`src/rtl/aes_pkg.sv`:
```
// Shared AES types and size helpers used by the byte loader and its shift registers.
package aes_pkg;

  localparam int BLK_BYTES = 16;

  typedef enum logic {
    FILL = 1'b0,
    HOLD = 1'b1
  } loader_state_t;

  function automatic int key_bytes(input int n);
    return (2 * n + 2) * 4;
  endfunction

  function automatic int key_bits(input int n);
    return key_bytes(n) * 8;
  endfunction

endpackage

```
`src/rtl/aes_byte_shreg.sv`:
```
// MSB-first byte shift register: each enabled byte enters at the bottom, so the
// first byte loaded ends up in the top byte lane once the register is full.
module aes_byte_shreg #(
  parameter int W = 128
) (
  input  logic         clk,
  input  logic         clr,
  input  logic         en,
  input  logic [7:0]   din,
  output logic [W-1:0] dout
);

  logic [W-1:0] sh_q;
  logic [W-1:0] sh_d;

  always_comb begin
    sh_d = sh_q;
    if (clr) begin
      sh_d = '0;
    end else if (en) begin
      sh_d = {sh_q[W-9:0], din};
    end
  end

  always_ff @(posedge clk) begin
    sh_q <= sh_d;
  end

  assign dout = sh_q;

endmodule

```
`src/rtl/aes_byte_loader.sv`:
```
// Byte-serial key/plaintext loader feeding the combinational AES stage: gathers
// a held key and a 16-byte block, then offers both downstream until accepted.
module aes_byte_loader
  import aes_pkg::*;
#(
  parameter int  N     = 1,
  localparam int KEY_W = key_bits(N)
) (
  input  logic             clk,
  input  logic             rst,
  input  logic [7:0]       in_data,
  input  logic             in_key,
  input  logic             in_valid,
  output logic             in_ready,
  output logic [127:0]     blk_data,
  output logic [KEY_W-1:0] blk_key,
  output logic             blk_valid,
  input  logic             blk_ready,
  output logic             key_ok
);

  localparam int KEY_BYTES = key_bytes(N);
  localparam int KCNT_W    = $clog2(KEY_BYTES);
  localparam int DCNT_W    = $clog2(BLK_BYTES);
  localparam logic [KCNT_W-1:0] KCNT_LAST = KCNT_W'(KEY_BYTES - 1);
  localparam logic [DCNT_W-1:0] DCNT_LAST = DCNT_W'(BLK_BYTES - 1);

  loader_state_t     state_q, state_d;
  logic [KCNT_W-1:0] kcnt_q, kcnt_d;
  logic [DCNT_W-1:0] dcnt_q, dcnt_d;
  logic              key_ok_q, key_ok_d;
  logic              key_acc;
  logic              data_acc;

  // Both ports use the same rule: a transfer happens on exactly the rising edge
  // where valid && ready are both high; the sender holds its payload until then
  // and the receiver never makes ready depend on its own downstream ready.
  // Keys are refused while a block is half filled so a block never mixes keys.
  always_comb begin
    in_ready = 1'b0;
    if (!rst && state_q == FILL) begin
      in_ready = in_key ? (dcnt_q == '0) : key_ok_q;
    end
  end

  assign key_acc  = in_valid && in_ready && in_key;
  assign data_acc = in_valid && in_ready && !in_key;

  always_comb begin
    state_d  = state_q;
    kcnt_d   = kcnt_q;
    dcnt_d   = dcnt_q;
    key_ok_d = key_ok_q;

    if (key_acc) begin
      kcnt_d = (kcnt_q == KCNT_LAST) ? '0 : kcnt_q + 1'b1;
      if (kcnt_q == KCNT_LAST) begin
        key_ok_d = 1'b1;
      end else if (kcnt_q == '0) begin
        key_ok_d = 1'b0;
      end
    end

    if (data_acc) begin
      dcnt_d = (dcnt_q == DCNT_LAST) ? '0 : dcnt_q + 1'b1;
    end

    case (state_q)
      FILL: begin
        if (data_acc && dcnt_q == DCNT_LAST) begin
          state_d = HOLD;
        end
      end
      HOLD: begin
        if (blk_ready) begin
          state_d = FILL;
        end
      end
      default: state_d = FILL;
    endcase
  end

  always_ff @(posedge clk) begin
    if (rst) begin
      state_q  <= FILL;
      kcnt_q   <= '0;
      dcnt_q   <= '0;
      key_ok_q <= 1'b0;
    end else begin
      state_q  <= state_d;
      kcnt_q   <= kcnt_d;
      dcnt_q   <= dcnt_d;
      key_ok_q <= key_ok_d;
    end
  end

  aes_byte_shreg #(.W(128)) u_data_sr (
    .clk  (clk),
    .clr  (rst),
    .en   (data_acc),
    .din  (in_data),
    .dout (blk_data)
  );

  aes_byte_shreg #(.W(KEY_W)) u_key_sr (
    .clk  (clk),
    .clr  (rst),
    .en   (key_acc),
    .din  (in_data),
    .dout (blk_key)
  );

  assign blk_valid = (state_q == HOLD);
  assign key_ok    = key_ok_q;

endmodule

```
`config.mk`:
```
export PLATFORM = sky130hd
export DESIGN_NAME = aes_byte_loader
export DESIGN_NICKNAME = d
export VERILOG_FILES = /design/src/rtl/aes_pkg.sv /design/src/rtl/aes_byte_shreg.sv /design/src/rtl/aes_byte_loader.sv
export SDC_FILE = /design/constraint.sdc
export NUM_CORES = 1
export LEC_CHECK = 0
export ABC_AREA = 1
export CAP_MARGIN = 10
export CELL_PAD_IN_SITES_DETAIL_PLACEMENT = 2
export CELL_PAD_IN_SITES_GLOBAL_PLACEMENT = 2
export CORE_MARGIN = 2
export CORE_UTILIZATION = 26
export DETAILED_ROUTE_END_ITERATION = 8
export MAX_ROUTING_LAYER = met4
export PLACE_DENSITY_LB_ADDON = 0.3
export SLEW_MARGIN = 15
export SYNTH_ARGS = -nofsm -noshare
export SYNTH_HDL_FRONTEND = slang
export SYNTH_HIERARCHICAL = 1
export SYNTH_SLANG_ARGS = --single-unit
export TNS_END_PERCENT = 50
```
`constraint.sdc`:
```
create_clock -name clk -period 2.3 [get_ports clk]
set_clock_uncertainty 0.2 [all_clocks]
set_input_delay 0.46 -clock clk [delete_from_list [all_inputs] [get_ports clk]]
set_output_delay 0.46 -clock clk [all_outputs]
set_load 0.02 [all_outputs]
```
---- Yosys cells after proc, flatten, opt, wreduce, memory -nomap -nowiden ----
Index checks and enable logic that the tools add are counted.
Widths: inputs -> output; s select.
cells by class
  add/subtract/negate cells ............... 2
  equality and inequality tests ........... 2
  muxes and demuxes ....................... 9
  bitwise gates (word level) .............. 1
  reduce and logical (&&, ||, !) cells .... 11
operator list
  operator             count
  $add 4x1->4 const B  2
  $eq 4x4->1 const B   2
  $logic_not 4->1      2
  $mux 4               2
  $mux 1               6
  $logic_and 1x1->1    5
  $logic_not 1->1      2
  $pmux 1 s2           1
  $reduce_and 2->1     1
  $reduce_bool 2->1    1
  $not 1->1            1
word-level totals
  bits in registers ....................... 266
  input port bits ......................... 13
  output and inout port bits .............. 259

---- Depth between registers and ports, before layout ----
Gate-level depths: netlist of run 1.
  word-level depth ........................ 8
  depth in mapped cells ................... 11
  depth with buffers taken out ............ 9

---- By module ----
The synthesis of run 1 kept the hierarchy.
by module, submodules not included
  module           instances  cells each  area each (sq um)  seq. area each (sq um)
  aes_byte_shreg   2          811         5,206.2            2,562.5
  aes_byte_loader  1          91          624.3              200.2

---- Least setup slack after synthesis of run 1 ----
No wires, ideal clock.
  kind .................................... in2reg
  start point ............................. in rst
  end point ............................... reg u_data_sr.sh_q[104], in the netlist u_data_sr/dout[104]
  arrival ................................. 1.724 ns
  required time ........................... 1.987 ns
  path slack .............................. 0.263 ns
  stages on the path ...................... 11
  path buffers ............................ 3
  cells stage by stage .................... buf_6 > nor2_1 > o21ai_1 > a21oi_4 > nand3_4 > inv_2 > buf_2 > buf_2 > nand2_1 > nand2_1 > nor2_1
between the ends
  cells in the longest elaborated chain, start to end .. 5
RTL lines
  what                            RTL line               RTL
  from (decl)                     aes_byte_loader.sv:10  input logic rst,
  $logic_not 1->1                 aes_byte_loader.sv:41  if (!rst && state_q == FILL) begin
  $logic_and 1x1->1               aes_byte_loader.sv:41
  $mux 1                          aes_byte_loader.sv:41
  net in_ready                    aes_byte_loader.sv:14  output logic in_ready,
  $logic_and 1x1->1 (2 in a row)  aes_byte_loader.sv:47  assign data_acc = in_valid && in_ready && !in_key;
  net data_acc                    aes_byte_loader.sv:33  logic data_acc;
  to (signal assigned)            aes_byte_shreg.sv:26   sh_q <= sh_d;
  to (decl)                       aes_byte_shreg.sv:13   logic [W-1:0] sh_q;
The timed path passes the listed nets, and every way through them passes these cells.
A chain may end at the register's enable or synchronous reset.

---- Worst setup path after layout of run 1 ----
  start point ............................. reg u_data_sr.sh_q[26], in the netlist u_data_sr/dout[26]
  end point ............................... out blk_data[26]
RTL lines
  what       RTL line               RTL
  to (decl)  aes_byte_loader.sv:15  output logic [127:0] blk_data,
No word-level cell between the ends.

==> flow_summary_export.csv, run 1 <==
group,metric,value,unit
floorplanning,die_w,210.0,µm
synthesis,synth-compound-area-share,0.6235,%
final_layout,multi_input_area,4195,µm²
route,vias,10510,
synthesis,synthAdderAreaFrac,0.4535,%
clocking,cts.path.max_buffers,3,
timing,fmax,447.0,MHz
final_layout,fin_nets,1989,
timing,timing.hold.ws,272.2,ps
synthesis,ys_seq_area_share,48.25,%
floorplanning,dieArea,44110,µm²
place,gp_congestion,0.7450,
floorplanning,core_area,41950,µm²
setup_path,arrival,1580,ps
setup_path,crit_slowest_cell,"clkdlybuf4s50_1",
floorplanning,initial_core_util,26.31,%
setup_path,crit_chain,"clkdlybuf4s50_1",
hold_path,holdCritPathClass,"reg -> reg",
pwr,peakVddDrop,0.3912,mV
flow_run,maxCapViolCount,0,
setup_path,cp.buffers_inverters,1,
final_layout,syn_to_final_growth,40.61,%
clocking,cts.sinks,266,
timing,layout_setup_ws,62.82,ps
setup_path,slowest_delay,680,ps
synthesis,synth_xor_area_share,0.07936,%
route,drt_wl_total,37340,µm
synthesis,ys_ff_latch,266,
timing,period_share,97.27,%
final_layout,regArea,5325,µm²
route,drt_iter0_markers,376,
synthesis,yosysWarnings,6,
route,firstDrtPassIters,4,
synthesis,synth_area_leaders,"dfxtp_1 48%, nand2_1 18%, nor2_1 18%, inv_1 9.2%, buf_2 2.8%",
run_status,status,"finished, final reports clean",
final_layout,post-route-util,37.00,%
floorplanning,die_y,210.0,µm
timing,finalSetupViolations,0,
floorplanning,io_pins,272,
synthesis,syn_area,11040,µm²
synthesis,synth.distinct_cells,22,
synthesis,avgSynthCellArea,6.443,µm²
route,viasPerCell,4.147,
floorplanning,rows,75,
setup_path,worstSetupPathType,"reg -> out",
timing,rsz0062_at_grt,"no",
clocking,numCtsBuffers,35,
setup_path,crit_fanout,3,
route,wl_per_cell,14.74,µm
final_layout,layout_common_cells,"536 x nand2_1, 525 x nor2_1, 269 x inv_1, 266 x dfxtp_1, 255 x clkdlybuf4s50_1",
synthesis,synth_fp_nets,1730,
timing,hold_viol,0,
grt,antenna_found_initial,0,
timing,min_period,2237,ps
route,ant_nets,0,
route,drc,0,
grt,overflow,0,
grt,grt_max_degree,59,
synthesis,yosysTopAreaCell,"dfxtp_1",
setup_path,start_kind,"flop",
pwr,powerDensity,742.5,nW/µm²
clocking,cts_max_level,2,
place,dpl.hpwl,26640,µm
setup_path,cp_top_family,"buffers and inverters",
timing,tightest_slew,340.7,ps
synthesis,synth_top_family_by_area,"simple AND/OR/NAND/NOR gates",
final_layout,antenna_cells,0,
place,port-buffer-count,271,
clocking,clk_pin_slew,50,ps
grt,grt_pass1_vias,11010,
clocking,root_buffer,"clkbuf_16",
synthesis,synth.top_cell.area_share,48.25,%
synthesis,yosys.area_share.simple,36.86,%
setup_path,critPathRequiredTime,1640,ps
final_layout,layout_commonest_cell,"nand2_1",
synthesis,synthMuxAreaShare,0,%
pwr,leakagePower,6.323,nW
setup_path,endpoint_kind,"output port",
grt,grt_pass1_wl,59670,µm
clocking,cts_tree,"built",
timing,max-slew-margin-rel,77.21,%
timing,maxSlewViolCount,0,
timing,fin_tns_setup,0,ps
grt,grt_use_total,17.40,%
final_layout,drive_gt1_share,4.962,%
clocking,insertion_delay,520,ps
synthesis,netlist_instances,1713,
final_layout,fillerInstances,5046,
place,place_ws,-272.1,ps
==> routing by layer <==
layer / routed length (µm) / part of all wire, % / track usage, % / vias to the layer above
met3: 1991 / 5.3 / 4.306 / 52
met2: 17170 / 46 / 27.52 / 182
met4: 925 / 2.5 / 6.114 / 0
li1: - / - / - / 5365
met5: 0 / 0 / - / -
met1: 17250 / 46 / 21.65 / 4910
==> worst min-delay path: cells and delay by family, from the launching register on <==
family,cells,cell delay (ps)
simple gates,2,130
flops,1,300
==> what timing repair did <==
action	4_1_cts	5_1_grt
setup buffers	0	0
endpoints found under the setup margin	7	10
resized for setup	10	10
hold buffers	0	0
==> cells in the mapped netlist <==
cell type  count
buf_2         62
inv_1        271
nor2_1       525
buf_4         22
nor2_2         2
a21oi_1        5
buf_6          1
inv_2          2
dfxtp_1      266
nand3_2        1
xor2_1         1
nand4_2        1
o21ai_1        1
o21ai_0        3
nand3_4        1
a21oi_4        1
nand3_1        4
o21bai_1       1
nand2_1      536
nand4_1        2
ha_1           4
clkinv_2       1
==> registers in the layout (all words and copies together) (netlist names) <==
register        flops
u_data_sr/dout    128
kcnt_q              4
blk_valid           1
dcnt_q              4
key_ok              1
u_key_sr/dout     128
==> cell families after synthesis <==
group	after synthesis
and+or+nand+nor	1072
buffers and inverters	359
DFF	266
AOI/OAI and AO/OA	11
adders and majority gates	4
xor gates and xnor gates	1
==> power breakdown <==
group | total [W] | switching (W) | internal [W]
Sequential | 0.00492 | 0.000143 | 0.00478
Combinational | 0.00128 | 0.000741 | 0.000535
Clock | 0.00533 | 0.00208 | 0.00325
==> layout make-up <==
class / count / area share [%]
inverter: 274 / 6.756
timing repair buffer: 307 / 20.35
multi-input combinational: 1088 / 27.03
sequential: 266 / 34.31
tap: 539 / 4.346
clock inverter: 4 / 0.1290
clock buffer: 56 / 7.071
==> worst paths after layout <==
path                                           from                  end  slack, ps  cells after the start
worst max-delay path             u_data_sr/dout[26]         blk_data[26]         60                      1
worst min-delay path            u_data_sr/dout[120]  u_data_sr/dout[120]        270                      2
worst min register to register  u_data_sr/dout[120]  u_data_sr/dout[120]        270                      2
worst max register to register            dcnt_q[0]   u_data_sr/dout[79]        250                     11
==> metrics by stage <==
| stage | power (W) | instance area (µm²) | cells |
|---|---|---|---|
| 4_1_cts | 0.01178 | 15490 | 2534 |
| 3_5_place_dp | 0.006323 | 14390 | 2474 |
| 2_1_floorplan | 0.005735 | 11040 | 1713 |
| 3_3_place_gp | 0.006280 | 14390 | 2474 |
| 6_report | 0.01152 | 15520 | 2534 |
| 5_1_grt | 0.01212 | 15520 | 2534 |
Power figures use the tool's default switching activity.
==> inputs of run 2 (changes only) <==
--- a/config.mk
+++ b/config.mk
@@ -5,13 +5,13 @@
 export SDC_FILE = /design/constraint.sdc
 export NUM_CORES = 1
 export LEC_CHECK = 0
-export ABC_AREA = 1
 export CAP_MARGIN = 10
 export CELL_PAD_IN_SITES_DETAIL_PLACEMENT = 2
 export CELL_PAD_IN_SITES_GLOBAL_PLACEMENT = 2
 export CORE_MARGIN = 2
-export CORE_UTILIZATION = 26
+export CORE_UTILIZATION = 30
 export DETAILED_ROUTE_END_ITERATION = 8
+export HOLD_SLACK_MARGIN = 0.05
 export MAX_ROUTING_LAYER = met4
 export PLACE_DENSITY_LB_ADDON = 0.3
 export SLEW_MARGIN = 15
==> flow_summary_export.csv, run 2 <==
group,metric,value,unit
final_layout,fin_nets,1195,
synthesis,syn_area,9884,µm²
pwr,peakVddDrop,0.4568,mV
hold_path,hold_start,"u_data_sr/dout[124]",
synthesis,synth.top_cell.area_share,53.87,%
timing,max-slew-margin-rel,56.54,%
setup_path,critPathRequiredTime,1640,ps
setup_path,rr_startpoint,"blk_valid",
hold_path,holdPathEnd,"u_data_sr/dout[124]",
setup_path,crit_start,"u_data_sr/dout[43]",
setup_path,worstReg2RegEnd,"u_key_sr/dout[107]",
timing,tightest_slew,652.0,ps
synthesis,ys_seq_area_share,53.87,%
hold_path,hold_depth,2,
timing,timing.hold.ws,298.3,ps
final_layout,final_cells,1643,
final_layout,drive_gt1_share,7.750,%
clocking,insertion_delay,500,ps
floorplanning,core_area,32450,µm²
setup_path,start_kind,"flop",
floorplanning,die_w,185.5,µm
timing,rsz0062_at_grt,"yes",
clocking,cts_tree,"built",
route,wl_per_cell,18.65,µm
final_layout,layout_commonest_cell,"clkdlybuf4s50_1",
floorplanning,io_pins,272,
setup_path,r2r_cells,6,
final_layout,layout_common_cells,"268 x clkdlybuf4s50_1, 266 x dfxtp_1, 259 x nor2_1, 257 x mux2i_1, 35 x clkbuf_16",
grt,grt_use_total,18.03,%
setup_path,cp_top_family,"buffers and inverters",
clocking,numCtsBuffers,34,
floorplanning,dieArea,34420,µm²
route,firstDrtPassIters,4,
setup_path,endpoint_kind,"output port",
timing,min_period,2273,ps
synthesis,yosysMostFrequentCell,"dfxtp_1",
place,dpl.hpwl,21720,µm
synthesis,synth_edf_count,0,
run_status,status,"finished, final reports clean",
synthesis,avgSynthCellArea,11.06,µm²
hold_path,holdCritPathClass,"reg -> reg",
synthesis,ys_ff_latch,266,
synthesis,synth.distinct_cells,31,
grt,grt_max_degree,140,
place,dp.cells,1584,
synthesis,synth_fp_nets,911,
synthesis,synth_common_cells,"266 x dfxtp_1, 261 x nor2_1, 257 x mux2i_1",
pwr,leakagePower,4.863,nW
setup_path,worstSetupPathType,"reg -> out",
grt,grt_pass1_vias,8215,
route,drt_wl_total,30630,µm
place,gp_congestion,0.7346,
timing,period_share,98.84,%
floorplanning,rows,66,
setup_path,ff2ff_setup_slack,200,ps
final_layout,syn_to_final_growth,42.43,%
synthesis,synth_area_leaders,"dfxtp_1 54%, mux2i_1 26%, nor2_1 9.9%, buf_12 5.3%, clkbuf_1 0.87%",
route,viasPerCell,4.544,
route,drt_iter0_markers,231,
route,drc,0,
setup_path,arrival,1610,ps
clocking,cts.sinks,266,
synthesis,synthFlopType,"dfxtp_1",
clocking,root_buffer,"clkbuf_16",
synthesis,yosysTopAreaCell,"dfxtp_1",
synthesis,yosysWarnings,6,
timing,hold_viol,0,
clocking,clk_pin_slew,60,ps
floorplanning,die_y,185.5,µm
setup_path,crit_slowest_cell,"clkdlybuf4s50_1",
timing,layout_setup_ws,26.79,ps
grt,grt_pass1_wl,46850,µm
place,port-buffer-count,271,
clocking,postCtsSetupBuffers,0,
place,place_ws,-398.3,ps
floorplanning,initial_core_util,30.46,%
timing,finalSetupViolations,0,
setup_path,crit_chain,"clkdlybuf4s50_1",
clocking,cts.path.max_buffers,3,
grt,antenna_found_initial,1,
setup_path,crit_fanout,3,
clocking,cts_max_level,2,
grt,overflow,0,
synthesis,ys_async_sr_fraction,0,%
pwr,powerDensity,716.0,nW/µm²
setup_path,cp.buffers_inverters,1,
timing,maxSlewViolCount,0,
route,ant_nets,0,
synthesis,netlist_instances,894,
timing,fmax,439.9,MHz
setup_path,slowest_delay,660,ps
flow_run,maxCapViolCount,0,
route,vias,7465,
## run 2: changes by cell type after synthesis, moves of 26 or more
cell	change
nand2_1	-533
nor2_1	-264
mux2i_1	+257
buf_12	+26
buf_2	-55
inv_1	-264
## run 2: layout make-up
type	instances	area, µm²
Fill cell	3387	18380
Sequential cell	266	5325
Multi-Input combinational cell	563	3889
Timing Repair Buffer	306	3192
Clock buffer	49	988.4
Tap cell	442	553.0
Clock inverter	9	102.6
Inverter	7	26.28
Antenna cell	1	2.502
## run 2: logic make-up after synthesis
family | share of synthesized area [%]
adders and majority gates | 0.5063
muxes | 26.03
buffers and inverters | 6.987
DFF | 53.87
and+or+nand+nor | 11.51
AOI/OAI and AO/OA | 1.101
## run 2: worst max path at each step
stage	slack (ps)	endpoint	depth (start not counted)
finish	30	blk_data[43]	1
global placement	-400	in_ready	4
global route	-2	in_ready	5
floorplan	130	u_key_sr/dout[100]	7
CTS	20	in_ready	5
detailed placement	-400	in_ready	4
## run 2: what timing repair did
| item | 4_1_cts | 5_1_grt |
|---|---|---|
| hold buffers | 0 | 0 |
| endpoints found under the setup margin | 1 | 2 |
| pin swaps | 2 | 0 |
| gates resized for setup | 7 | 1 |
## run 2: metrics by stage
step	total power [W]	area (µm²)	TNS (ps)	util (%)
2_1_floorplan	0.004917	9884	0	-
3_3_place_gp	0.005005	12980	-65660	40.00
3_5_place_dp	0.005005	12980	-71170	40.00
4_1_cts	0.01027	14070	0	43.36
5_1_grt	0.01049	14080	-2.293	43.38
6_report	0.01008	14080	0	43.38
## run 2: routing by layer
metal | routed length (µm) | track usage (%) | vias up | share of wire, %
met5 | 0 | - | - | 0
met4 | 432 | 4.286 | 0 | 1.4
met3 | 2859 | 7.181 | 36 | 9.3
met2 | 15100 | 30.79 | 185 | 49
met1 | 12240 | 19.64 | 3682 | 40
li1 | - | - | 3562 | -
## run 2: power by group
part	internal [W]	leakage, nW	switching (W)	total, W
clock	0.00320	0.541	0.00197	0.00518
combinational	0.000112	2.18	0.000167	0.000279
sequential	0.00462	2.14	0.00000716	0.00462
==> RTL change 1, RTL diff (settings of run 1) <==
Add an input register stage for `in_key`, with the module's reset; this delays it by one clock. The other inputs are not delayed to match.
--- a/src/rtl/aes_byte_loader.sv
+++ b/src/rtl/aes_byte_loader.sv
@@ -27,2 +27,12 @@
 
+  logic in_key_q;
+
+  always_ff @(posedge clk) begin
+    if (rst) begin
+      in_key_q <= '0;
+    end else begin
+      in_key_q <= in_key;
+    end
+  end
+
   loader_state_t     state_q, state_d;
@@ -41,3 +51,3 @@
     if (!rst && state_q == FILL) begin
-      in_ready = in_key ? (dcnt_q == '0) : key_ok_q;
+      in_ready = in_key_q ? (dcnt_q == '0) : key_ok_q;
     end
@@ -45,4 +55,4 @@
 
-  assign key_acc  = in_valid && in_ready && in_key;
-  assign data_acc = in_valid && in_ready && !in_key;
+  assign key_acc  = in_valid && in_ready && in_key_q;
+  assign data_acc = in_valid && in_ready && !in_key_q;
 
Check against the original RTL: not equivalent (Yosys sat finds a counterexample within 4 cycles, from zero or initial values and one cycle with rst high).
==> RTL change 1 against run 1 <==
- sequential cell count is 1 higher
- synthesized area down 0.26%
- routed wire length rose by 1.2%
- maximum frequency decreased by 0.10%
- total power is 5.0% lower
- final cell count grew 0.32%
- worst setup slack got worse by 0.0024 ns
- non-clock buffer count rose by 15
- combinational power shrank 30%
- first-iteration DRC count fell by 21%
- cell area up 0.91%
- critical path depth stayed put
- largest power group unchanged
- highest routed layer unchanged
==> RTL change 1: results (changes against run 1) <==
- The transition time of the tightest slew-check pin came to 0.3162 ns (was 0.3407 ns).
- The post-synthesis cell type count came to 18 (was 22).
- The portion of the post-synthesis area used by sequential elements is 0.4856 (was 0.4825).
- The endpoint of the lowest-slack register-to-register path is u_data_sr/dout[101]$_SDFFE_PP0P_ (was u_data_sr/dout[79]$_SDFFE_PP0P_).
- The fraction of cell area in non-clock buffers is 0.2140 (was 0.2035).
- The post-synthesis compound-gate area fraction came to 0.006138 (was 0.006235).
- The source of the worst register-to-register timing path is in_key_q$_SDFF_PP0_ (was dcnt_q[0]$_SDFFE_PP0P_).
- The number of global-route vias before repair is 11290 (was 11010).
- The number of fill cells is 4965 (was 5046).
- The count of inverters other than clock inverters in the layout is 271 (was 274).
- The post-synthesis share of cell area spent on full adders, half adders and majority gates was 0.004546 (was 0.004535).
- The placed wire-length estimate is 27090 um (was 26640 um).
- The global routing usage summed across all routing layers came to 0.1771 (was 0.1740).
- The antenna diode count is 1 (was 0).
- The worst-path cell with the longest stage delay was clkdlybuf4s50_1 (unchanged).
- Result of the run: completed (unchanged).
- The number of buffers inserted during clock tree synthesis is 36 (was 35).
- The number of register bits inferred by synthesis is 267 (was 266).
- The maximum resistive drop on vdd is 0.0003985 V (was 0.0003912 V).
- The pin count of the biggest net entering global routing is 72 (was 59).
- The endpoint of the worst hold-timing path is u_key_sr/dout[120]$_SDFFE_PP0P_ (was u_data_sr/dout[120]$_SDFFE_PP0P_).
- The synthesized netlist net count is 1724 (was 1730).
- The worst setup path endpoint is blk_data[109] (was blk_data[26]).
- The cell internal power dissipation was 0.008249 W (was 0.008560 W).
- The share of cells above drive strength 1 is 0.05594 (was 0.04962).
- The number of antenna violations at the first check in global routing is 1 (was 0).
- The combinational power is 0.000890 W (was 0.00128 W).
- The routability congestion estimate from global placement is 0.7499 (was 0.7450).
- The global-route wire length before repair is 60400 um (was 59670 um).
- The quantity of gates resized following cts is 16 (was 10).
- The area of the multi-input gates is 4170 um^2 (was 4195 um^2).
- The xor and xnor fraction of the mapped netlist area is 0.0007956 (was 0.0007936).
- The relative contribution of combinational cells to total power came to 0.081 (was 0.111).
- Most numerous cell types in the synthesized netlist: nor2_1, nand2_1, inv_1, dfxtp_1, buf_2 (was nand2_1, nor2_1, inv_1, dfxtp_1, buf_2).
- The number of vias per cell came to 4.175 (was 4.147).
- The share of synthesized registers carrying an async set or reset is 0 (unchanged).
- The proportion of cell area spent on the clock network was 0.06927 (was 0.07200).
- The final net count is 1999 (was 1989).
- The sequential cell fraction of total power is 0.440 (was 0.427).
- The number of non-clock buffers in the layout is 322 (was 307).
- The count of multi-input combinational gates is 1084 (was 1088).
- The static leakage was 6.231 nW (was 6.323 nW).
-- RTL change 1: routing by layer --
| metal | part of all wire | vias up | track usage |
|---|---|---|---|
| li1 | - | 5398 | - |
| met1 | 0.46 | 4983 | 0.2111 |
| met2 | 0.47 | 178 | 0.2956 |
| met3 | 0.050 | 54 | 0.04309 |
| met4 | 0.022 | 0 | 0.05429 |
| met5 | 0 | - | - |
-- RTL change 1: metrics by stage --
stage / cells / setup WS [ns] / cell area [um^2] / hold slack [ns] / TNS, ns
2_1_floorplan: 1707 / 0.3685 / 11010 / 0.2758 / 0
3_3_place_gp: 2482 / -0.3017 / 14550 / 0.2564 / -56.68
3_5_place_dp: 2482 / -0.3547 / 14550 / 0.2683 / -69.59
4_1_cts: 2540 / 0.003248 / 15630 / 0.2368 / 0
5_1_grt: 2542 / 0.008007 / 15660 / 0.2755 / 0
6_report: 2542 / 0.06047 / 15660 / 0.2728 / 0
==> RTL change 2, RTL diff (config.mk and constraints of run 1) <==
Made on the original files. `BLK_BYTES`: 16 -> 32.
--- a/src/rtl/aes_pkg.sv
+++ b/src/rtl/aes_pkg.sv
@@ -3,3 +3,3 @@
 
-  localparam int BLK_BYTES = 16;
+  localparam int BLK_BYTES = 32;
 
Check against the original RTL: no difference found for any inputs over 10 cycles, from zero or initial values and one cycle with rst high; that may be too few to reach the edited logic, so the function may still have changed.
==> RTL change 2 against run 1 <==
- critical path depth unchanged
- cell area is 2.0% higher
- die area grew 0.67%
- clock power grew 12%
- worst setup slack gained 0.0093 ns
- final cell count increased by 0.59%
- largest power group unchanged
- sequential cell count rose by 1
- first-iteration DRC count shrank 19%
- total power rose by 5.9%
- sequential share of layout area decreased by 0.52 points
- via count barely moved
- synthesized area increased by 0.68%
- routed wire length is essentially flat
- critical endpoint is now blk_key[4]
==> RTL change 2: results (changes against run 1) <==
- The routability congestion estimate from global placement is 0.7822 (was 0.7450).
- The relative contribution of combinational cells to total power is 0.105 (was 0.111).
- The initial detailed-routing violation count is 306 (was 376).
- The worst setup path endpoint is blk_key[4] (was blk_data[26]).
- The worst-case hold slack is 0.2735 ns (was 0.2722 ns).
- The global routing usage summed across all routing layers is 0.1733 (was 0.1740).
- The quantity of gates resized following cts is 14 (was 10).
- The number of fill cells is 5015 (was 5046).
- The global-route wire length before repair is 59620 um (was 59670 um).
- The depth of the worst register-to-register path is 10 (was 11).
- The met3 global-route usage is 0.04044 (was 0.04306).
- The pin count of the biggest net entering global routing is 54 (was 59).
- The slack of the worst reg-to-reg path is 0.32 ns (was 0.25 ns).
- The maximum resistive drop on vdd is 0.0004465 V (was 0.0003912 V).
- The post-synthesis cell type count is 24 (was 22).
- The share of synthesized area spent on multiplexers is 0 (unchanged).
- The post-place instance area is 14510 um^2 (was 14390 um^2).
- The transition time of the tightest slew-check pin is 0.3636 ns (was 0.3407 ns).
- The source of the worst register-to-register timing path is dcnt_q[1]$_SDFFE_PP0P_ (was dcnt_q[0]$_SDFFE_PP0P_).
- The placed wire-length estimate is 26520 um (was 26640 um).
- The post-synthesis cell count is 1718 (was 1713).
- The number of instances in the placed design is 2483 (was 2474).
- The maximum level of the CTS H-tree is 2 (unchanged).
- The post-synthesis compound-gate area fraction is 0.007657 (was 0.006235).
- The launching element of the worst setup path was u_key_sr/dout[4]$_SDFFE_PP0P_ (was u_data_sr/dout[26]$_SDFFE_PP0P_).
- Dominant cells by area after synthesis: dfxtp_1, nand2_1, nor2_1, inv_1, buf_2 (unchanged).
- The total sequential power came to 0.00493 W (was 0.00492 W).
- The endpoint of the lowest-slack register-to-register path is u_key_sr/dout[53]$_SDFFE_PP0P_ (was u_data_sr/dout[79]$_SDFFE_PP0P_).
- The post-synthesis share of cell area spent on full adders, half adders and majority gates is 0.005630 (was 0.004535).
- The switching part of the total is 0.2516 (was 0.2571).
- The share of cells above drive strength 1 is 0.05923 (was 0.04962).
- The power per cell area was 770.9 nW/um^2 (was 742.5 nW/um^2).
- The global routing usage on met2 is 0.2852 (was 0.2752).
- Most numerous cell types in the synthesized netlist: nand2_1, nor2_1, inv_1, dfxtp_1, buf_2 (unchanged).
- The final net count is 2001 (was 1989).
- The number of vias per cell is 4.124 (was 4.147).
- The number of global-route vias before repair came to 11120 (was 11010).
- The post-detailed-route wirelength per cell is 14.65 um (was 14.74 um).
- The endpoint of the worst hold-timing path was u_key_sr/dout[120]$_SDFFE_PP0P_ (was u_data_sr/dout[120]$_SDFFE_PP0P_).
- The placement-stage worst setup slack is -0.2443 ns (was -0.2721 ns).
- The launch instance of the worst min-delay path was u_key_sr/dout[120]$_SDFFE_PP0P_ (was u_data_sr/dout[120]$_SDFFE_PP0P_).
- The static leakage is 6.489 nW (was 6.323 nW).
- Result of the run: completed (unchanged).
- The met1 global-route usage was 0.2106 (was 0.2165).
- The routed wire length is 37340 um (about the same).
- The portion of the post-synthesis area used by sequential elements was 0.4810 (was 0.4825).
RTL change 2: changes by cell type in the layout (fill, tap and decap cells not counted), moves of 3 or more:
| cell | change |
|---|---|
| clkdlybuf4s50_1 | -5 |
| buf_4 | +3 |
| nand2_1 | -8 |
| clkbuf_1 | -6 |
| bufinv_16 | +5 |
| a21oi_1 | +4 |
| dlymetal6s2s_1 | +3 |
RTL change 2: final cells by class:
cell class / instances / area (um^2) / area share
diodes: 1 / 2.502 / 0.0001581
clock buffers: 49 / 1061 / 0.06705
clock inverters: 15 / 216.5 / 0.01368
inverters: 276 / 1056 / 0.06674
multi-input cells: 1090 / 4240 / 0.2680
flip-flops and latches: 267 / 5348 / 0.3379
well taps: 539 / 674.4 / 0.04262
repair buffers: 312 / 3226 / 0.2038
RTL change 2: metal layers:
layer  part of all wire  vias up
li1                   -     5411
met3              0.050       45
met5                  0        -
met1               0.46     4873
met2               0.47      182
met4              0.019        0
